**src/rtl/i2c_pkg.sv**
```systemverilog
// Shared definitions for the I2C SCL generator: FSM state encoding and the
// smallest half-period divisor the generator will run with.
package i2c_pkg;

   localparam int MIN_DIV = 2;

   typedef enum logic [1:0] {
      IDLE      = 2'd0,
      LOW       = 2'd1,
      HIGH_WAIT = 2'd2,
      HIGH      = 2'd3
   } sclState_t;

endpackage

```
**src/rtl/i2c_sync.sv**
```systemverilog
// Multi-flop synchronizer for an asynchronous single-bit input, with a
// configurable reset level so an idle open-drain bus reads as released.
module i2c_sync #(
   parameter int   STAGES    = 2,
   parameter logic RESET_VAL = 1'b1
) (
   input  logic clk,
   input  logic rst_n,
   input  logic d_i,
   output logic q_o
);

   logic [STAGES-1:0] sync_q;

   always_ff @(posedge clk or negedge rst_n) begin
      if (!rst_n) begin
         sync_q <= {STAGES{RESET_VAL}};
      end else begin
         sync_q <= {sync_q[STAGES-2:0], d_i};
      end
   end

   assign q_o = sync_q[STAGES-1];

endmodule

```
**src/rtl/i2c_scl_gen.sv**
```systemverilog
// I2C SCL clock generator: open-drain SCL with clock-stretch detection and
// single-cycle strobes at each edge and mid-point of the low and high halves.
module i2c_scl_gen
   import i2c_pkg::*;
#(
   parameter int CNT_W       = 16,
   parameter int SYNC_STAGES = 2
) (
   input  logic             clk,
   input  logic             rst_n,
   input  logic             en,
   input  logic [CNT_W-1:0] div,
   input  logic             scl_in,
   output logic             scl_oe,
   output logic             fall_stb,
   output logic             rise_stb,
   output logic             mid_low_stb,
   output logic             mid_high_stb,
   output logic             busy,
   output logic             stretching
);

   localparam logic [CNT_W-1:0] MIN_DIV_W = CNT_W'(MIN_DIV);

   sclState_t        state_q, state_d;
   logic [CNT_W-1:0] cnt_q, cnt_d;
   logic [CNT_W-1:0] effDiv_q, effDiv_d;
   logic [CNT_W-1:0] clampedDiv;
   logic [CNT_W-1:0] halfDiv;
   logic             sclSync;

   i2c_sync #(
      .STAGES    (SYNC_STAGES),
      .RESET_VAL (1'b1)
   ) u_sync (
      .clk   (clk),
      .rst_n (rst_n),
      .d_i   (scl_in),
      .q_o   (sclSync)
   );

   // A minimum divisor of 2 keeps fall, mid and rise strobes on separate cycles.
   assign clampedDiv = (div < MIN_DIV_W) ? MIN_DIV_W : div;
   assign halfDiv    = effDiv_q >> 1;

   always_ff @(posedge clk or negedge rst_n) begin
      if (!rst_n) begin
         state_q  <= IDLE;
         cnt_q    <= '0;
         effDiv_q <= MIN_DIV_W;
      end else begin
         state_q  <= state_d;
         cnt_q    <= cnt_d;
         effDiv_q <= effDiv_d;
      end
   end

   always_comb begin
      state_d  = state_q;
      cnt_d    = cnt_q;
      effDiv_d = effDiv_q;
      case (state_q)
         IDLE: begin
            if (en) begin
               state_d  = LOW;
               cnt_d    = '0;
               effDiv_d = clampedDiv;
            end
         end
         LOW: begin
            if (cnt_q == effDiv_q) begin
               state_d = HIGH_WAIT;
               cnt_d   = '0;
            end else begin
               cnt_d = cnt_q + CNT_W'(1);
            end
         end
         // No timeout: a slave may stretch SCL low for as long as it likes.
         HIGH_WAIT: begin
            cnt_d = '0;
            if (sclSync) begin
               state_d = HIGH;
            end
         end
         HIGH: begin
            if (cnt_q == effDiv_q) begin
               cnt_d = '0;
               if (en) begin
                  state_d  = LOW;
                  effDiv_d = clampedDiv;
               end else begin
                  state_d = IDLE;
               end
            end else begin
               cnt_d = cnt_q + CNT_W'(1);
            end
         end
         default: begin
            state_d = IDLE;
            cnt_d   = '0;
         end
      endcase
   end

   // Outputs decode registered state only, so reset releases SCL without a clock.
   assign scl_oe       = (state_q == LOW);
   assign fall_stb     = (state_q == LOW) && (cnt_q == '0);
   assign mid_low_stb  = (state_q == LOW) && (cnt_q == halfDiv);
   assign rise_stb     = (state_q == HIGH_WAIT) && sclSync;
   assign stretching   = (state_q == HIGH_WAIT) && !sclSync;
   assign mid_high_stb = (state_q == HIGH) && (cnt_q == halfDiv);
   assign busy         = (state_q != IDLE);

endmodule

```
**config.mk**
```make
export PLATFORM = sky130hd
export DESIGN_NAME = i2c_scl_gen
export DESIGN_NICKNAME = d
export VERILOG_FILES = /design/src/rtl/i2c_pkg.sv /design/src/rtl/i2c_sync.sv /design/src/rtl/i2c_scl_gen.sv
export SDC_FILE = /design/constraint.sdc
export NUM_CORES = 1
export LEC_CHECK = 0
export CORE_MARGIN = 10
export CORE_UTILIZATION = 55
export CTS_BUF_LIST = sky130_fd_sc_hd__clkbuf_16
export DETAILED_ROUTE_END_ITERATION = 12
export PLACE_DENSITY_LB_ADDON = 0.12
export SYNTH_ARGS = -nofsm -noshare
export SYNTH_HDL_FRONTEND = slang
export SYNTH_SLANG_ARGS = --single-unit
```
**constraint.sdc**
```tcl
create_clock -name clk -period 2.5 [get_ports clk]
set_input_delay 0.25 -clock clk [delete_from_list [all_inputs] [get_ports clk]]
set_output_delay 0.25 -clock clk [all_outputs]
set_load 0.01 [all_outputs]
```
==> run metrics, run 1 <==
status complete, no violations; HP Class flop to flop; register clock-pin slew on the reported worst setup and hold paths 60 ps; Final Skew 4.95 ps; Setup crit start cnt_q[9]$_DFFE_PN0N_; CTS tree done; final non-filler cell total 288; multi-input logic area 1190 µm²; post-synthesis register bit count 36; clk sinks 36; hold path start u_sync.sync_q[0]$_DFF_PN1_; register area share after synthesis 40.0%; Fin. Hold Viols 0; element type at the critical path end output port; syn nets 243; most frequent cells in the layout dfrtp_1 (32), clkdlybuf4s50_1 (26), xor2_1 (21); commonest non-fill, non-tap cell in the layout dfrtp_1; Initial Utilization 56.6%; P&R area growth vs syn 18.1%; maximum vdd ir drop 0.752 mV; max cap viols 0; layout cells sized above 1 14.7%; clk_lat worst skew 280 ps; IO Pins 27; critical path arrival 2150 ps; row count 23; Slew Viols, Final 0; clk root buf clkbuf_16; cell area after synthesis 2260 µm²; CTS Buf Count 5; via count 1639; overall routing resource usage 15.9%; grt ovf 0; critical path class flop to output port; met1 wire length 2.31 mm; Pwr per Cell Area 1090 nW/µm²; post-route minimum period 2400 ps; hold depth 0; drt first pass iters 5; Avg Cell Area, Syn 10.5 µm²; chip height 84.2 µm; Worst R2R Start state_q[1]$_DFFE_PN0P_; drt drc 0; Synth cell types 41; Routed WL 5.48 mm; FF+latch area 906 µm²; DR iter-0 viols 108; crit path launch type flop; antenna fix cells 0; Worst Reg-to-Reg Cells 8; yosys warns 0; total leakage power 1.17 nW; first-pass GRT wire length 9.03 mm; NumNets Final 264; placed cells 280; Max Freq 0.417 GHz; Final setup viols 0; period utilization 95.9%; pin count of the biggest net entering global routing 37; top layer in use met4; port buffer count 26; post-DR wirelength/cell 19.0 µm; hold-fix buffers at CTS 0; routability congestion estimate 0.893; RSZ-0062 raised after global routing false; antenna viol nets, final 0; via/cell ratio 5.69; worst-margin pin slew 507 ps; Detail Placement HPWL 4.00 mm; Tot Pwr 0.00292 W; core box area 4000 µm²; die area 7080 µm²; H-tree Lvls 2; vias in the first global route 1730; final setup TNS 0 ps; wire length on met3 256 µm; die width 84.2 µm; Req. time, crit path 2250 ps; Max Fanout on Critical Path 8; # Post-CTS Setup Buffers 0; DR WL met2 2.78 mm; fill count 316; initial antenna violation count 0; Bufs on Longest Clock Path 2; Mapped Cells 216; Worst slew margin 66.1%
## worst max-delay path, stage by stage (launching register included)
cell	delay [ps]
dfrtp_1	510
xor2_1	240
nor4_1	250
nand4_1	190
nor2_1	120
clkdlybuf4s50_1	550
## Yosys cell counts
cell       instances  area, µm²
dfrtp_1           33        826
a21o_1             5       37.5
a32oi_1            1       8.76
nor4b_1            2       17.5
xor2_1            21        184
nand3_1            7       35.0
nand4_1            6       37.5
ha_1               7       87.6
mux2_2             6       67.6
nand4b_1           1       8.76
a21oi_1            4       20.0
nor3b_1            1       7.51
mux2_4             9        135
clkbuf_1           1       3.75
o22ai_1            1       6.26
buf_2             10       50.1
a211oi_1           1       7.51
nor4_2             1       12.5
xnor2_1           19        166
nor2_1            13       48.8
o2111ai_1          1       8.76
a31o_2             2       17.5
nor4_1            10       62.6
dfstp_2            3       78.8
nor2b_1            2       12.5
nand4bb_1          1       11.3
buf_4              2       15.0
inv_1             10       37.5
mux2i_1            2       20.0
nand2b_1           4       25.0
a211o_1            1       8.76
nor3_1             3       15.0
nor4b_2            1       15.0
buf_6              4       45.0
or3_1              3       18.8
a31oi_1            1       6.26
and2_1             2       12.5
nand2_1           11       41.3
and4_1             2       17.5
buf_12             1       20.0
and3_1             1       6.26
## where the power goes
part           internal [W]  switching [W]  total, W
registers          0.000776       0.000259   0.00103
logic              0.000642       0.000542   0.00118
clock network      0.000463       0.000238  0.000701
total               0.00188        0.00104   0.00292
## repair_timing
item	CTS	global route
gates resized for setup	0	1
hold endpoints to repair	0	0
setup endpoints to repair	0	1
## cells by family after synthesis
kind of cell    after synthesis  share of synthesized area, %
compound gates               17                          5.36
xor+xnor                     40                          15.5
fa+ha+maj                     7                          3.87
buf+inv                      28                          7.57
flops                        36                          40.0
mux                          17                          9.84
simple gates                 71                          17.9
## area by class of cell
| type | count | area share, % |
|---|---|---|
| sequential | 36 | 33.9 |
| multi-input combinational | 152 | 44.4 |
| clock inverter | 3 | 1.40 |
| timing repair buffer | 32 | 11.9 |
| tap | 50 | 2.34 |
| clock buffer | 5 | 4.68 |
| inverter | 10 | 1.40 |
## registers in the layout, summed over array words and instances (netlist names)
register       cells
cnt_q             16
effDiv_q          16
state_q            2
u_sync.sync_q      2
## worst paths after layout
check | slack [ps] | endpoint
max in group asynchronous | 1760 | u_sync.sync_q[1]$_DFF_PN1_
min reg2reg | 360 | u_sync.sync_q[1]$_DFF_PN1_
min in group asynchronous | 390 | cnt_q[9]$_DFFE_PN0N_
max | 100 | mid_low_stb
max reg2reg | 300 | cnt_q[15]$_DFFE_PN0N_
min | 360 | u_sync.sync_q[1]$_DFF_PN1_
## layer usage
layer | global-route usage (%) | up-vias
met5 | 0 | -
met1 | 18.8 | 803
met3 | 4.54 | 11
met4 | 7.15 | 0
met2 | 25.9 | 43
li1 | - | 782
## stage by stage
step | area (µm²) | hold WS (ps) | worst slack, ps | util, %
after floorplan | 2260 | -45.6 | 540 | -
after global placement | 2510 | 347 | 406 | 62.7
after detailed placement | 2510 | 353 | 335 | 62.7
after CTS | 2670 | 361 | 80.5 | 66.8
after global routing | 2670 | 365 | 0.770 | 66.8
final | 2670 | 361 | 103 | 66.8
Power figures use the tool's default switching activity.
==> run 2, diff against run 1 <==
--- a/config.mk
+++ b/config.mk
@@ -5,10 +5,13 @@
 export SDC_FILE = /design/constraint.sdc
 export NUM_CORES = 1
 export LEC_CHECK = 0
+export CAP_MARGIN = 25
 export CORE_MARGIN = 10
 export CORE_UTILIZATION = 55
 export CTS_BUF_LIST = sky130_fd_sc_hd__clkbuf_16
 export DETAILED_ROUTE_END_ITERATION = 12
+export DONT_BUFFER_PORTS = 1
+export HOLD_SLACK_MARGIN = 0.08
 export PLACE_DENSITY_LB_ADDON = 0.12
 export SYNTH_ARGS = -nofsm -noshare
 export SYNTH_HDL_FRONTEND = slang
==> run 2 against run 1 <==
Against the previous run:
- critical endpoint is now effDiv_q[3]$_DFFE_PN0P_
- clock power shrank 17%
- cell count shrank 8.3%
- register-to-register slack lost 30 ps
- core utilization shrank 6.5 points
- via count shrank 6.8%
- worst hold slack lost 240 ps
==> run metrics, run 2 (synthesis gave the netlist of run 1 again) <==
status complete, no violations; vias in the first global route 1647; Final Util 60.3%; crit path launch type flop; post-route minimum period 2230 ps; Final Skew 5.62 ps; overall routing resource usage 14.4%; final setup TNS 0 ps; chip height 84.2 µm; Pwr per Cell Area 1110 nW/µm²; Worst R2R Start cnt_q[6]$_DFFE_PN0N_; pin count of the biggest net entering global routing 37; Routed WL 4.96 mm; clk sinks 36; routability congestion estimate 0.980; clock network power share 21.8%; cts repair resizes 0; CTS Buf Count 5; DP Area 2230 µm²; Max Fanout on Critical Path 16; Final setup viols 0; commonest non-fill, non-tap cell in the layout dfrtp_1; core box area 4000 µm²; antenna fix cells 0; Switching Power 0.000975 W; grt ovf 0; die width 84.2 µm; CTS tree done; critical path class flop to flop; Min-Delay Endpoint effDiv_q[9]$_DFFE_PN0P_; most frequent cells in the layout dfrtp_1 (33), xor2_1 (21), xnor2_1 (19); cell-internal power 0.00169 W; drt first pass iters 4; biggest regs cnt_q: 16 flops, effDiv_q: 16 flops; initial antenna violation count 0; antenna viol nets, final 0; RSZ-0062 raised after global routing false; max cap viols 0; worst-margin pin slew 449 ps; total leakage power 1.08 nW; first-pass GRT wire length 8.32 mm; Initial Utilization 56.6%; Max Freq 0.448 GHz; Bufs on Longest Clock Path 2; Fin. Hold Viols 0; maximum vdd ir drop 0.839 mV; H-tree Lvls 2; Sw Share 36.5%; DR iter-0 viols 99; drt drc 0; RR Endpoint effDiv_q[3]$_DFFE_PN0P_; Hold WS 118 ps; Detail Placement HPWL 3.80 mm; post-DR wirelength/cell 18.8 µm; die area 7080 µm²; period utilization 89.3%; HP Class input port to flop; hold path start div[9]; Slew Viols, Final 0; via count 1527; Comb pwr share 39.8%; placed cells 253; final non-filler cell total 264; R2R setup slack 270 ps; Req. time, crit path 2660 ps; port buffer count 0; layout cells sized above 1 16.4%; element type at the critical path end flop; IO Pins 27; critical path arrival 2390 ps; P&R area growth vs syn 6.63%; Worst Reg-to-Reg Cells 7; hold depth 1; Reg power frac 38.5%; NumNets Final 240; clk_lat worst skew 270 ps; Setup crit start cnt_q[6]$_DFFE_PN0N_; Worst slew margin 70.0%; Finished Cell Area 2410 µm²; register clock-pin slew on the reported worst setup and hold paths 50 ps; row count 23; via/cell ratio 5.78; clk root buf clkbuf_16
==> run 2: worst max-delay path: stages, from the launching register on <==
cell	delay [ps]
dfrtp_1	490
xnor2_1	230
nand4_1	150
nor4_2	340
mux2i_1	130
nor2b_2	120
buf_4	270
mux2_2	370
==> run 2: final cells by class <==
class / count / area [µm²]
timing repair buffer: 8 / 77.6
clock buffer: 5 / 125
clock inverter: 3 / 16.3
sequential: 36 / 905
tap: 50 / 62.6
multi-input combinational: 152 / 1190
inverter: 10 / 37.5
fill: 352 / 1590
==> run 2: power by group through the flow <==
stage               clock network [W]  logic [W]  registers (W)
floorplan                           0   0.000938       0.000924
global placement                    0    0.00101        0.00102
detailed placement                  0    0.00104        0.00103
CTS                          0.000596    0.00106        0.00103
global route                 0.000620    0.00118        0.00105
finish                       0.000581    0.00106        0.00103
==> run 2: metrics by stage <==
stage	total power [W]	setup slack, ps
floorplan	0.00186	540
global placement	0.00203	395
detailed placement	0.00207	276
CTS	0.00269	267
global route	0.00285	151
finish	0.00267	267
==> run 2: timing repair <==
action / 4_1_cts / 5_1_grt
buffers inserted: 0 / 0
hold buffers: 3 / 0
hold endpoints to repair: 37 / 0
==> run 2: routing by layer <==
layer / GRT usage, % / wire length (µm)
met1: 17.1 / 2220
met2: 23.4 / 2410
met3: 3.77 / 196
met4: 6.85 / 138
met5: 0 / 0
==> run 2: worst max path at each step <==
| stage | end | slack, ps | cells past startpoint |
|---|---|---|---|
| CTS | effDiv_q[3]$_DFFE_PN0P_ | 270 | 7 |
| global route | effDiv_q[7]$_DFFE_PN0P_ | 150 | 7 |
| floorplan | effDiv_q[10]$_DFFE_PN0P_ | 540 | 9 |
| finish | effDiv_q[3]$_DFFE_PN0P_ | 270 | 7 |
| global placement | effDiv_q[7]$_DFFE_PN0P_ | 400 | 7 |
| detailed placement | effDiv_q[3]$_DFFE_PN0P_ | 280 | 7 |
